## src/rtl/huff_pkg.sv

```systemverilog
// Shared types for the histogram scan path: widths, scan FSM states, symbol/frequency pair.
// Pure declarations, no logic, no latency.
package huff_pkg;
  localparam int SYM_W      = 8;
  localparam int FREQ_W     = 16;
  localparam int CNT_W      = SYM_W + 1;
  localparam int FIFO_DEPTH = 2;

  typedef enum logic [1:0] {
    ST_IDLE,
    ST_SCAN,
    ST_DRAIN,
    ST_DONE
  } scan_state_e;

  typedef struct packed {
    logic [SYM_W-1:0]  sym;
    logic [FREQ_W-1:0] freq;
  } pair_t;
endpackage

```

## src/rtl/huff_freq_scan_ctrl_if.sv

```systemverilog
// Control, histogram-RAM and pair-output signals of the scan controller.
// master = environment side (drives start/config/RAM data/ready), slave = controller side.
interface huff_freq_scan_ctrl_if;
  import huff_pkg::*;

  logic              start;
  logic [SYM_W-1:0]  last_addr;
  logic              skip_zero;
  logic              ram_en;
  logic [SYM_W-1:0]  ram_addr;
  logic [FREQ_W-1:0] ram_rdata;
  logic              out_valid;
  logic              out_ready;
  logic [SYM_W-1:0]  out_sym;
  logic [FREQ_W-1:0] out_freq;
  logic              busy;
  logic              done;
  logic [CNT_W-1:0]  emit_cnt;

  modport master (
    output start, last_addr, skip_zero, ram_rdata, out_ready,
    input  ram_en, ram_addr, out_valid, out_sym, out_freq, busy, done, emit_cnt
  );

  modport slave (
    input  start, last_addr, skip_zero, ram_rdata, out_ready,
    output ram_en, ram_addr, out_valid, out_sym, out_freq, busy, done, emit_cnt
  );
endinterface

```

## src/rtl/huff_pair_fifo.sv

```systemverilog
// Two-entry pair FIFO; head is registered, data visible the cycle after push.
// Push while full is only taken if a pop frees a slot in the same cycle; pop on empty is ignored.
module huff_pair_fifo
  import huff_pkg::*;
(
  input  logic       clk,
  input  logic       rst,
  input  logic       push_i,
  input  pair_t      push_dat_i,
  input  logic       pop_i,
  output pair_t      head_dat_o,
  output logic       full_o,
  output logic       empty_o,
  output logic [1:0] count_o
);
  pair_t      mem_q [FIFO_DEPTH];
  logic       wr_ptr_q, wr_ptr_d;
  logic       rd_ptr_q, rd_ptr_d;
  logic [1:0] cnt_q, cnt_d;
  logic       do_push, do_pop;

  assign do_pop  = pop_i && (cnt_q != 2'd0);
  assign do_push = push_i && ((cnt_q != 2'd2) || do_pop);

  always_comb begin
    wr_ptr_d = wr_ptr_q;
    rd_ptr_d = rd_ptr_q;
    cnt_d    = cnt_q;
    if (do_push) wr_ptr_d = ~wr_ptr_q;
    if (do_pop)  rd_ptr_d = ~rd_ptr_q;
    case ({do_push, do_pop})
      2'b10:   cnt_d = cnt_q + 2'd1;
      2'b01:   cnt_d = cnt_q - 2'd1;
      default: cnt_d = cnt_q;
    endcase
  end

  always_ff @(posedge clk) begin
    if (rst) begin
      mem_q[0] <= '0;
      mem_q[1] <= '0;
      wr_ptr_q <= 1'b0;
      rd_ptr_q <= 1'b0;
      cnt_q    <= 2'd0;
    end else begin
      if (do_push) mem_q[wr_ptr_q] <= push_dat_i;
      wr_ptr_q <= wr_ptr_d;
      rd_ptr_q <= rd_ptr_d;
      cnt_q    <= cnt_d;
    end
  end

  assign head_dat_o = mem_q[rd_ptr_q];
  assign full_o     = (cnt_q == 2'd2);
  assign empty_o    = (cnt_q == 2'd0);
  assign count_o    = cnt_q;
endmodule

```

## src/rtl/huff_freq_scan_ctrl.sv

```systemverilog
// Scans histogram RAM 0..last_addr and streams {sym,freq} pairs; first pair two cycles after start.
// Reads are issued only while FIFO slots plus in-flight reads leave room, so out_ready stalls never drop data.
module huff_freq_scan_ctrl
  import huff_pkg::*;
(
  input  logic                  clk,
  input  logic                  rst,
  huff_freq_scan_ctrl_if.slave  bus
);
  scan_state_e      state_q, state_d;
  logic [SYM_W-1:0] rd_ptr_q, rd_ptr_d;
  logic [SYM_W-1:0] last_q, last_d;
  logic             skip_q, skip_d;
  logic [CNT_W-1:0] emit_cnt_q, emit_cnt_d;
  logic [SYM_W-1:0] tag_q;
  logic             inflight_q;

  logic             fifo_full, fifo_empty;
  logic [1:0]       fifo_cnt;
  pair_t            fifo_head, ret_pair;
  logic             pop, push, issue;
  logic [2:0]       occ;

  assign pop = !fifo_empty && bus.out_ready;
  assign occ = {1'b0, fifo_cnt} + {2'b00, inflight_q} - {2'b00, pop};
  // A full FIFO implies nothing is in flight, so only a same-cycle pop opens a slot.
  assign issue = (state_q == ST_SCAN) && (fifo_full ? pop : (occ < 3'd2));

  assign push          = inflight_q && !(skip_q && (bus.ram_rdata == '0));
  assign ret_pair.sym  = tag_q;
  assign ret_pair.freq = bus.ram_rdata;

  huff_pair_fifo u_fifo (
    .clk        (clk),
    .rst        (rst),
    .push_i     (push),
    .push_dat_i (ret_pair),
    .pop_i      (pop),
    .head_dat_o (fifo_head),
    .full_o     (fifo_full),
    .empty_o    (fifo_empty),
    .count_o    (fifo_cnt)
  );

  always_comb begin
    state_d    = state_q;
    rd_ptr_d   = rd_ptr_q;
    last_d     = last_q;
    skip_d     = skip_q;
    emit_cnt_d = emit_cnt_q + {{(CNT_W-1){1'b0}}, pop};
    unique case (state_q)
      ST_IDLE: begin
        if (bus.start) begin
          state_d    = ST_SCAN;
          rd_ptr_d   = '0;
          last_d     = bus.last_addr;
          skip_d     = bus.skip_zero;
          emit_cnt_d = '0;
        end
      end
      ST_SCAN: begin
        // Pointer parks on last_addr instead of wrapping.
        if (issue) begin
          if (rd_ptr_q == last_q) state_d = ST_DRAIN;
          else                    rd_ptr_d = rd_ptr_q + SYM_W'(1);
        end
      end
      ST_DRAIN: begin
        if (!inflight_q && fifo_empty) state_d = ST_DONE;
      end
      ST_DONE: state_d = ST_IDLE;
      default: state_d = ST_IDLE;
    endcase
  end

  always_ff @(posedge clk) begin
    if (rst) begin
      state_q    <= ST_IDLE;
      rd_ptr_q   <= '0;
      last_q     <= '0;
      skip_q     <= 1'b0;
      emit_cnt_q <= '0;
      tag_q      <= '0;
      inflight_q <= 1'b0;
    end else begin
      state_q    <= state_d;
      rd_ptr_q   <= rd_ptr_d;
      last_q     <= last_d;
      skip_q     <= skip_d;
      emit_cnt_q <= emit_cnt_d;
      inflight_q <= issue;
      if (issue) tag_q <= rd_ptr_q;
    end
  end

  assign bus.ram_en    = issue;
  assign bus.ram_addr  = rd_ptr_q;
  assign bus.out_valid = !fifo_empty;
  assign bus.out_sym   = fifo_empty ? '0 : fifo_head.sym;
  assign bus.out_freq  = fifo_empty ? '0 : fifo_head.freq;
  assign bus.busy      = (state_q != ST_IDLE);
  assign bus.done      = (state_q == ST_DONE);
  assign bus.emit_cnt  = emit_cnt_q;
endmodule

```

## src/flat_wrapper.sv

```systemverilog
// flat-port wrapper written by rule: the top's interface ports become plain ports
module huff_freq_scan_ctrl_flat import huff_pkg::*;
  (clk, rst, bus_start, bus_last_addr, bus_skip_zero, bus_ram_rdata, bus_out_ready, bus_ram_en, bus_ram_addr, bus_out_valid, bus_out_sym, bus_out_freq, bus_busy, bus_done, bus_emit_cnt);
  huff_freq_scan_ctrl_if bus_i ();
  input  logic clk;
  input  logic rst;
  input wire logic [$bits(bus_i.start)-1:0] bus_start;
  input wire logic [$bits(bus_i.last_addr)-1:0] bus_last_addr;
  input wire logic [$bits(bus_i.skip_zero)-1:0] bus_skip_zero;
  input wire logic [$bits(bus_i.ram_rdata)-1:0] bus_ram_rdata;
  input wire logic [$bits(bus_i.out_ready)-1:0] bus_out_ready;
  output wire logic [$bits(bus_i.ram_en)-1:0] bus_ram_en;
  output wire logic [$bits(bus_i.ram_addr)-1:0] bus_ram_addr;
  output wire logic [$bits(bus_i.out_valid)-1:0] bus_out_valid;
  output wire logic [$bits(bus_i.out_sym)-1:0] bus_out_sym;
  output wire logic [$bits(bus_i.out_freq)-1:0] bus_out_freq;
  output wire logic [$bits(bus_i.busy)-1:0] bus_busy;
  output wire logic [$bits(bus_i.done)-1:0] bus_done;
  output wire logic [$bits(bus_i.emit_cnt)-1:0] bus_emit_cnt;
  assign bus_i.start = bus_start;
  assign bus_i.last_addr = bus_last_addr;
  assign bus_i.skip_zero = bus_skip_zero;
  assign bus_i.ram_rdata = bus_ram_rdata;
  assign bus_i.out_ready = bus_out_ready;
  assign bus_ram_en = bus_i.ram_en;
  assign bus_ram_addr = bus_i.ram_addr;
  assign bus_out_valid = bus_i.out_valid;
  assign bus_out_sym = bus_i.out_sym;
  assign bus_out_freq = bus_i.out_freq;
  assign bus_busy = bus_i.busy;
  assign bus_done = bus_i.done;
  assign bus_emit_cnt = bus_i.emit_cnt;
  huff_freq_scan_ctrl u_core (.clk(clk), .rst(rst), .bus(bus_i));
endmodule
```

## config.mk

```make
export PLATFORM = sky130hd
export DESIGN_NAME = huff_freq_scan_ctrl_flat
export DESIGN_NICKNAME = d
export VERILOG_FILES = /design/src/rtl/huff_pkg.sv /design/src/rtl/huff_freq_scan_ctrl_if.sv /design/src/rtl/huff_pair_fifo.sv /design/src/rtl/huff_freq_scan_ctrl.sv /design/src/flat_wrapper.sv
export SDC_FILE = /design/constraint.sdc
export NUM_CORES = 1
export LEC_CHECK = 0
export ABC_AREA = 1
export CORE_MARGIN = 2
export CORE_UTILIZATION = 42
export CTS_CLUSTER_DIAMETER = 60
export DETAILED_ROUTE_END_ITERATION = 7
export HOLD_SLACK_MARGIN = 0.15
export PLACE_DENSITY = 0.68
export SYNTH_ARGS = -nofsm -noshare
export SYNTH_HDL_FRONTEND = slang
export SYNTH_SLANG_ARGS = --single-unit
```

## constraint.sdc

```tcl
create_clock -name clk -period 2.3 [get_ports clk]
set_clock_uncertainty 0.15 [all_clocks]
set_input_delay 0.23 -clock clk [delete_from_list [all_inputs] [get_ports clk]]
set_output_delay 0.23 -clock clk [all_outputs]
set_load 0.01 [all_outputs]
```

==> run metrics, run 1 <==
status=complete, but fails checks; failing checks=setup timing; Synthesis Warnings=0; Syn Nets=543; total grt overflow=0; Final ANT Viol Nets=0; row count=36; number of flops mapped to enable cells by yosys=48; Num CTS Buffers=9; area occupied by multi-input gates=roughly 1700 um^2; synthesized flop and latch total=90; Root Buffer=clkbuf_8; worst rel slew slack=between 70% and 80%; Synth top area share=between 30% and 40%; CP top delay family=adder cells; area grow syn2layout=33.98%; Worst-Skew Late Latency=0.36 ns; period utilization=108.9%; required time of the critical path=1.92 ns; CP endpoint kind=primary output; worst min path class=in2reg; Post-synth ARST share=0%; fmax=399.3 MHz; FF/Latch Area=between 2000 and 2500 um^2; Slew Limit Fails=0; Tightest Pin Transition=between 0.3 and 0.4 ns; first-pass GRT wire length=roughly 16000 um; die height=around 100 um; main area contributors after synthesis=edfxtp_1, dfxtp_1, nand2_1, nor2_1, a21oi_1; Post-Syn Area=4205 um^2; sequential share of the synthesized area=between 50% and 60%; gpl congestion=0.8332; hold wc startpoint=bus_out_ready; Avg Cell Area, Syn=8.294 um^2; crit path launch type=flip-flop; total power per unit cell area=839.3 nW/um^2; GRT Util Overall=18.50%; Cell Chain, Critical Path=nor2_4 > nor2_4 > inv_2 > nor2_4 > buf_6 > fa_2 > o21ai_1 > nand2_1 > nand2_2 > nor2_4 > buf_6; worst setup margin=-0.2044 ns; most common cell in the netlist=nand2_1; Reg2Reg Launch Point=u_core.u_fifo.count_o[1]$_SDFFE_PP0P_; layout cell share with drive strength beyond 1=13.21%; crit path buf inv count=3; Finished Layout Cells=746; die area=10830 um^2; Sinks on Clock Net=90; DRT iter0 DRCs=between 100 and 150; clk slew on worst S/H paths=approximately 0.090 ns; Fillers=914; VDD IR max=0.0004664 V; vias in the first global route=~3500; vias per cell=around 4.8; Final Power=~4.7 mW; Final Hold Fails=0; Worst path most repeated cell=nor2_4; largest net degree at the start of global routing=26; # setup viols final=11; via count=3581; PortBufs=73; predominant post-synthesis flop cell=edfxtp_1; WS Path Type=reg2out; # placed instances=724; detailed-placement wirelength estimate=between 6000 and 7000 um; DRT Wirelength=just under 10000 um; CP arrival=between 2 and 2.5 ns; CORE AREA=9729 um^2; number of antenna violations at the first check in global routing=0; CP max stage delay=0.53 ns; area leader, netlist=edfxtp_1; maximum clock path buffer count=2; hold slack=0.2648 ns; antenna cells=0; LEAKAGE=2.226 nW; Critical Path Start=u_core.u_fifo.count_o[1]$_SDFFE_PP0P_; Die W=104.1 um; WL/cell=12.91 um; Commonest cells post-synth=nand2_1, nor2_1, inv_1; post-synthesis cell type count=28; # IOs=74; Mapped Cells=507; H-tree Lvls=3; crit-path max FO=4; unrepaired setup endpoints after global routing=yes; CTS tree=yes; NumNets Final=~650; Worst path slowest cell=fa_2; drt pass-1 iters=4; Initial Util=43.22%; DRC viols=0; DP Worst Slack=-0.5712 ns; minimum clock period after layout=2.504 ns; Max-cap violations=0
## through the flow
| stage | util, % | area (um^2) | setup TNS, ns |
|---|---|---|---|
| floorplan | - | 4237 | -0.7426 |
| global placement | 54.71 | 5323 | -7.600 |
| detailed placement | 54.71 | 5323 | -8.478 |
| CTS | 56.60 | 5507 | -1.291 |
| global route | 57.91 | 5634 | -3.483 |
| finish | 57.91 | 5634 | -1.860 |
## logic make-up after synthesis
kind of cell	count (synthesis)	synth area share (%)
XOR/XNOR	13	2.708
flip-flops	90	54.27
adder cells (fa/ha/maj)	7	2.261
AND/OR/NAND/NOR	252	25.23
AO/OA/AOI/OAI	70	8.658
buffers and inverters	75	6.873
## final timing paths
path | endpoint | slack, ns | cells after the start
setup / recovery | bus_ram_en | -0.20 | 11
hold reg to reg | u_core.u_fifo.rd_ptr_q$_SDFFE_PP0P_ | 0.31 | 1
hold / removal | u_core.u_fifo.rd_ptr_q$_SDFFE_PP0P_ | 0.26 | 5
setup reg to reg | u_core.state_q[1]$_SDFFE_PP0P_ | -0.20 | 17
## placed cells by master (no fill, tap or decap), types with 11 or more instances in the layout
master and n:
a21oi_1 42, buf_4 22, clkdlybuf4s50_1 71, dfxtp_1 40
edfxtp_1 48, inv_1 49, nand2_1 105, nand4_1 13
nor2_1 105, o21ai_0 13, xnor2_1 11
## sequential cells by signal, indices dropped and copies added, names as in the netlist, named ones only
name	count
u_core.last_q	8
u_core.bus.ram_addr	8
u_core.inflight_q	1
u_core.skip_q	1
u_core.u_fifo.count_o	2
u_core.u_fifo.mem_q	48
u_core.state_q	2
u_core.tag_q	8
u_core.u_fifo.rd_ptr_q	1
u_core.u_fifo.wr_ptr_q	1
u_core.bus.emit_cnt	9
## power by group
group          internal, mW  switching (mW)
clock network         0.384           0.551
registers              1.91           0.131
logic                 0.755           0.993
total                  3.05            1.68
## cell type report
class,count,share of cell area [%]
multi-input cells,342,30.49
inverters,58,3.997
well taps,133,2.954
repair buffers,107,18.97
flip-flops and latches,90,40.64
repair inverters,1,0.1110
clock inverters,5,0.5774
clock buffers,10,2.265
## worst register-to-register path: stages, from the launching register on
cell and delay [ns]:
dfxtp_4 0.36, nor2_4 0.13, nor2_4 0.06, inv_2 0.07, nor2_4 0.04, buf_6 0.12, fa_2 0.53, o21ai_1 0.06
nand2_1 0.07, nand2_2 0.08, buf_6 0.12, a21oi_4 0.16, buf_6 0.12, nand2_4 0.05, nor2_4 0.13, nand2_2 0.07
nand2_2 0.05, nor2_1 0.05
## timing repair
item | in CTS | in global routing
hold endpoints to repair | 0 | 1
resized for setup | 10 | 29
hold buffers | 0 | 1
pin swaps | 5 | 9
gates cloned | 0 | 1
setup buffers | 1 | 4
setup endpoints to repair | 13 | 37
## layer usage
| metal | vias to the layer above | global-route usage (%) | wire [um] |
|---|---|---|---|
| met2 | 85 | 32.24 | 4823 |
| met5 | - | 0 | 0 |
| li1 | 1837 | - | - |
| met3 | 15 | 3.383 | 387 |
| met4 | 0 | 7.239 | 158 |
| met1 | 1644 | 22.69 | 4263 |
(Power assumes the default switching activity.)
==> run 2: changes to the inputs <==
CAP_MARGIN = 20   (was not set)
==> results of run 2 <==
Same layout as run 1: the final DEF is identical, and so are final timing and power.
==> run 3: changes to the inputs <==
PLACE_DENSITY = not set   (was 0.68)
PLACE_DENSITY_LB_ADDON = 0.2   (was not set)
==> run 3 against run 2 <==
The flow still finishes with violations (setup timing). Critical path depth did not move. Wire length fell by 1.5%. Flip-flop and latch count did not move. Cell count rose by 0.27%. Sequential power barely moved. Largest power group unchanged. Hold slack improved by 0.041 ns. Highest routed layer unchanged. Register-to-register slack improved by 0.04 ns.
==> run metrics, run 3 (synthesis gave the netlist of run 1 again) <==
Worst-Skew Late Latency=0.36 ns (about the same); Sinks on Clock Net=90 (unchanged); post-layout util=57.75% (-0.15 points); vias per cell=4.828 (+0.57%); clock share of power=22.2% (+2.4 points); die area=10830 um^2 (unchanged); total grt overflow=0 (unchanged); period utilization=107.7% (-1.1 points); crit path launch type=flip-flop; R2R setup slack=-0.16 ns (+0.04 ns); unrepaired setup endpoints after global routing=yes; DP Worst Slack=-0.5713 ns (-0.00003800 ns); DRC viols=0 (unchanged); total power per unit cell area=846.6 nW/um^2 (+0.87%); Reg2Reg Depth=17 (unchanged); Root Buffer=clkbuf_8; WL/cell=12.69 um (-1.7%); CP endpoint kind=primary output; crit path buf inv count=3 (unchanged); VDD IR max=0.0005138 V (+10%); Worst path most repeated cell=nor2_4; DRT Wirelength=9491 um (-1.5%); clk slew on worst S/H paths=0.09 ns (about the same); GRT Util Overall=17.92% (-0.58 points); Slew Limit Fails=0 (unchanged); number of antenna violations at the first check in global routing=0 (unchanged); Num CTS Buffers=9 (unchanged); R2R Path End=u_core.state_q[1]$_SDFFE_PP0P_; largest net degree at the start of global routing=26 (unchanged); Final ANT Viol Nets=0 (unchanged); Most flops, register=u_core.u_fifo.mem_q; CP top delay family=simple AND/OR/NAND/NOR gates; # setup viols final=11 (unchanged); placed inst area=5318 um^2 (about the same); gpl congestion=0.8214 (-1.4%); layout cell share with drive strength beyond 1=12.20% (-1.0 points); antenna cells=0 (unchanged); LEAKAGE=2.243 nW (+0.75%); Flop pwr share=43.0% (-0.3 points); first-pass GRT wire length=15640 um (-4.2%); die height=104.1 um (unchanged); detailed-placement wirelength estimate=6617 um (-0.38%); PortBufs=73 (unchanged); Int Power=3.134 mW (+2.6%); crit-path max FO=3 (-1); CORE AREA=9729 um^2 (unchanged); Critical Path Start=u_core.u_fifo.count_o[1]$_SDFFE_PP0P_; Die W=104.1 um (unchanged); WS Path Type=reg2out; max reg flops=48 (unchanged); row count=36 (unchanged); CTS tree=yes; required time of the critical path=1.92 ns (about the same); area grow syn2layout=33.62%; CP arrival=2.10 ns (-0.02 ns); Switch Pwr=1.623 mW (-3.1%); CP max stage delay=0.49 ns (-0.04 ns); Max-cap violations=0 (unchanged); H-tree Lvls=3 (unchanged); commonest non-fill, non-tap cell in the layout=nand2_1; Combinational Power Share=34.8% (-2.2 points); drt pass-1 iters=4 (unchanged); Worst path slowest cell=fa_1; worst setup margin=-0.1781 ns (+0.02632 ns); worst min path class=reg2reg; via count=3611 (+0.84%); Initial Util=43.22% (unchanged); Cell Chain, Critical Path=nor2_4 > nor2_4 > inv_2 > nor2_4 > buf_6 > fa_1 > o21ai_1 > nand2_1 > nand2_2 > nor2_4 > buf_6; Sw Ratio=34.12% (-1.3 points); Tightest Pin Transition=0.3392 ns (-0.01489 ns); Setup crit end=bus_ram_en; worst rel slew slack=77.33% (+1.0 points); most used cells in the layout excluding fill and tap cells=nand2_1, nor2_1, clkdlybuf4s50_1; Reg2Reg Launch Point=u_core.u_fifo.count_o[1]$_SDFFE_PP0P_; fmax=403.5 MHz (+1.1%); vias in the first global route=3420 (-1.9%); Final Hold Fails=0 (unchanged); NumNets Final=646 (+0.16%); status=complete, but fails checks; minimum clock period after layout=2.478 ns (-0.02632 ns); DRT iter0 DRCs=103 (-5.5%); finished layout cell area=5619 um^2 (-0.27%); total stage count of the critical path=11 (unchanged); failing checks=setup timing; maximum clock path buffer count=2 (unchanged); Final Power=4.757 mW (+0.60%); # IOs=74 (unchanged); number of cells on the worst hold path=1 (-4)
-- run 3: layer usage --
layer	routed length, um	global-route usage [%]	share of wire [%]
met2	4747	31.20	50
met5	0	0	0
met3	432	2.757	4.6
met1	4119	21.86	43
met4	191	8.205	2.0
-- run 3: worst min-delay path by stage --
stage | to | startpoint
finish | u_core.u_fifo.rd_ptr_q$_SDFFE_PP0P_ | u_core.u_fifo.rd_ptr_q$_SDFFE_PP0P_
global route | u_core.u_fifo.rd_ptr_q$_SDFFE_PP0P_ | u_core.u_fifo.rd_ptr_q$_SDFFE_PP0P_
CTS | u_core.u_fifo.rd_ptr_q$_SDFFE_PP0P_ | u_core.u_fifo.rd_ptr_q$_SDFFE_PP0P_
detailed placement | u_core.u_fifo.rd_ptr_q$_SDFFE_PP0P_ | u_core.u_fifo.rd_ptr_q$_SDFFE_PP0P_
global placement | u_core.u_fifo.rd_ptr_q$_SDFFE_PP0P_ | u_core.u_fifo.rd_ptr_q$_SDFFE_PP0P_
floorplan | u_core.u_fifo.count_o[1]$_SDFFE_PP0P_ | bus_out_ready
-- run 3: timing repair --
item	4_1_cts	5_1_grt
cloned	0	2
hold endpoints to repair	1	0
hold buffers	1	0
gates resized for setup	13	13
pin swaps	7	9
buffers inserted	2	3
setup endpoints to repair	35	28
-- run 3: cell type report --
cell class / instances / area [um^2]
multi-input cells: 342 / 1683
inverters: 58 / 225.2
repair buffers: 108 / 1060
clock inverters: 4 / 52.55
flip-flops and latches: 90 / 2291
well taps: 133 / 166.4
clock buffers: 12 / 135.1
fillers: 922 / 4110
repair inverters: 1 / 6.256
-- run 3: worst reg2reg max path, delay by kind of cell (launching register included) --
family / cells / cell delay, ns
simple gates: 10 / 0.72
compound gates: 2 / 0.22
fa+ha+maj: 1 / 0.49
buf+inv: 4 / 0.44
flops: 1 / 0.36
-- run 3: per-stage QoR --
step | cells | setup TNS, ns | hold slack (ns)
finish | 748 | -1.580 | 0.3062
global route | 748 | -4.105 | 0.3174
CTS | 744 | -1.452 | 0.3062
detailed placement | 725 | -8.752 | 0.2913
global placement | 725 | -7.550 | 0.2840
floorplan | 507 | -0.7426 | 0.2446
-- run 3: power by group through the flow --
stage / Sequential [mW] / Combinational (mW) / Clock, mW
3_3_place_gp: 2.07 / 1.53 / 0
5_1_grt: 2.07 / 1.84 / 1.14
6_report: 2.05 / 1.66 / 1.06
2_1_floorplan: 2.06 / 0.946 / 0
4_1_cts: 2.04 / 1.61 / 1.09
3_5_place_dp: 2.08 / 1.56 / 0
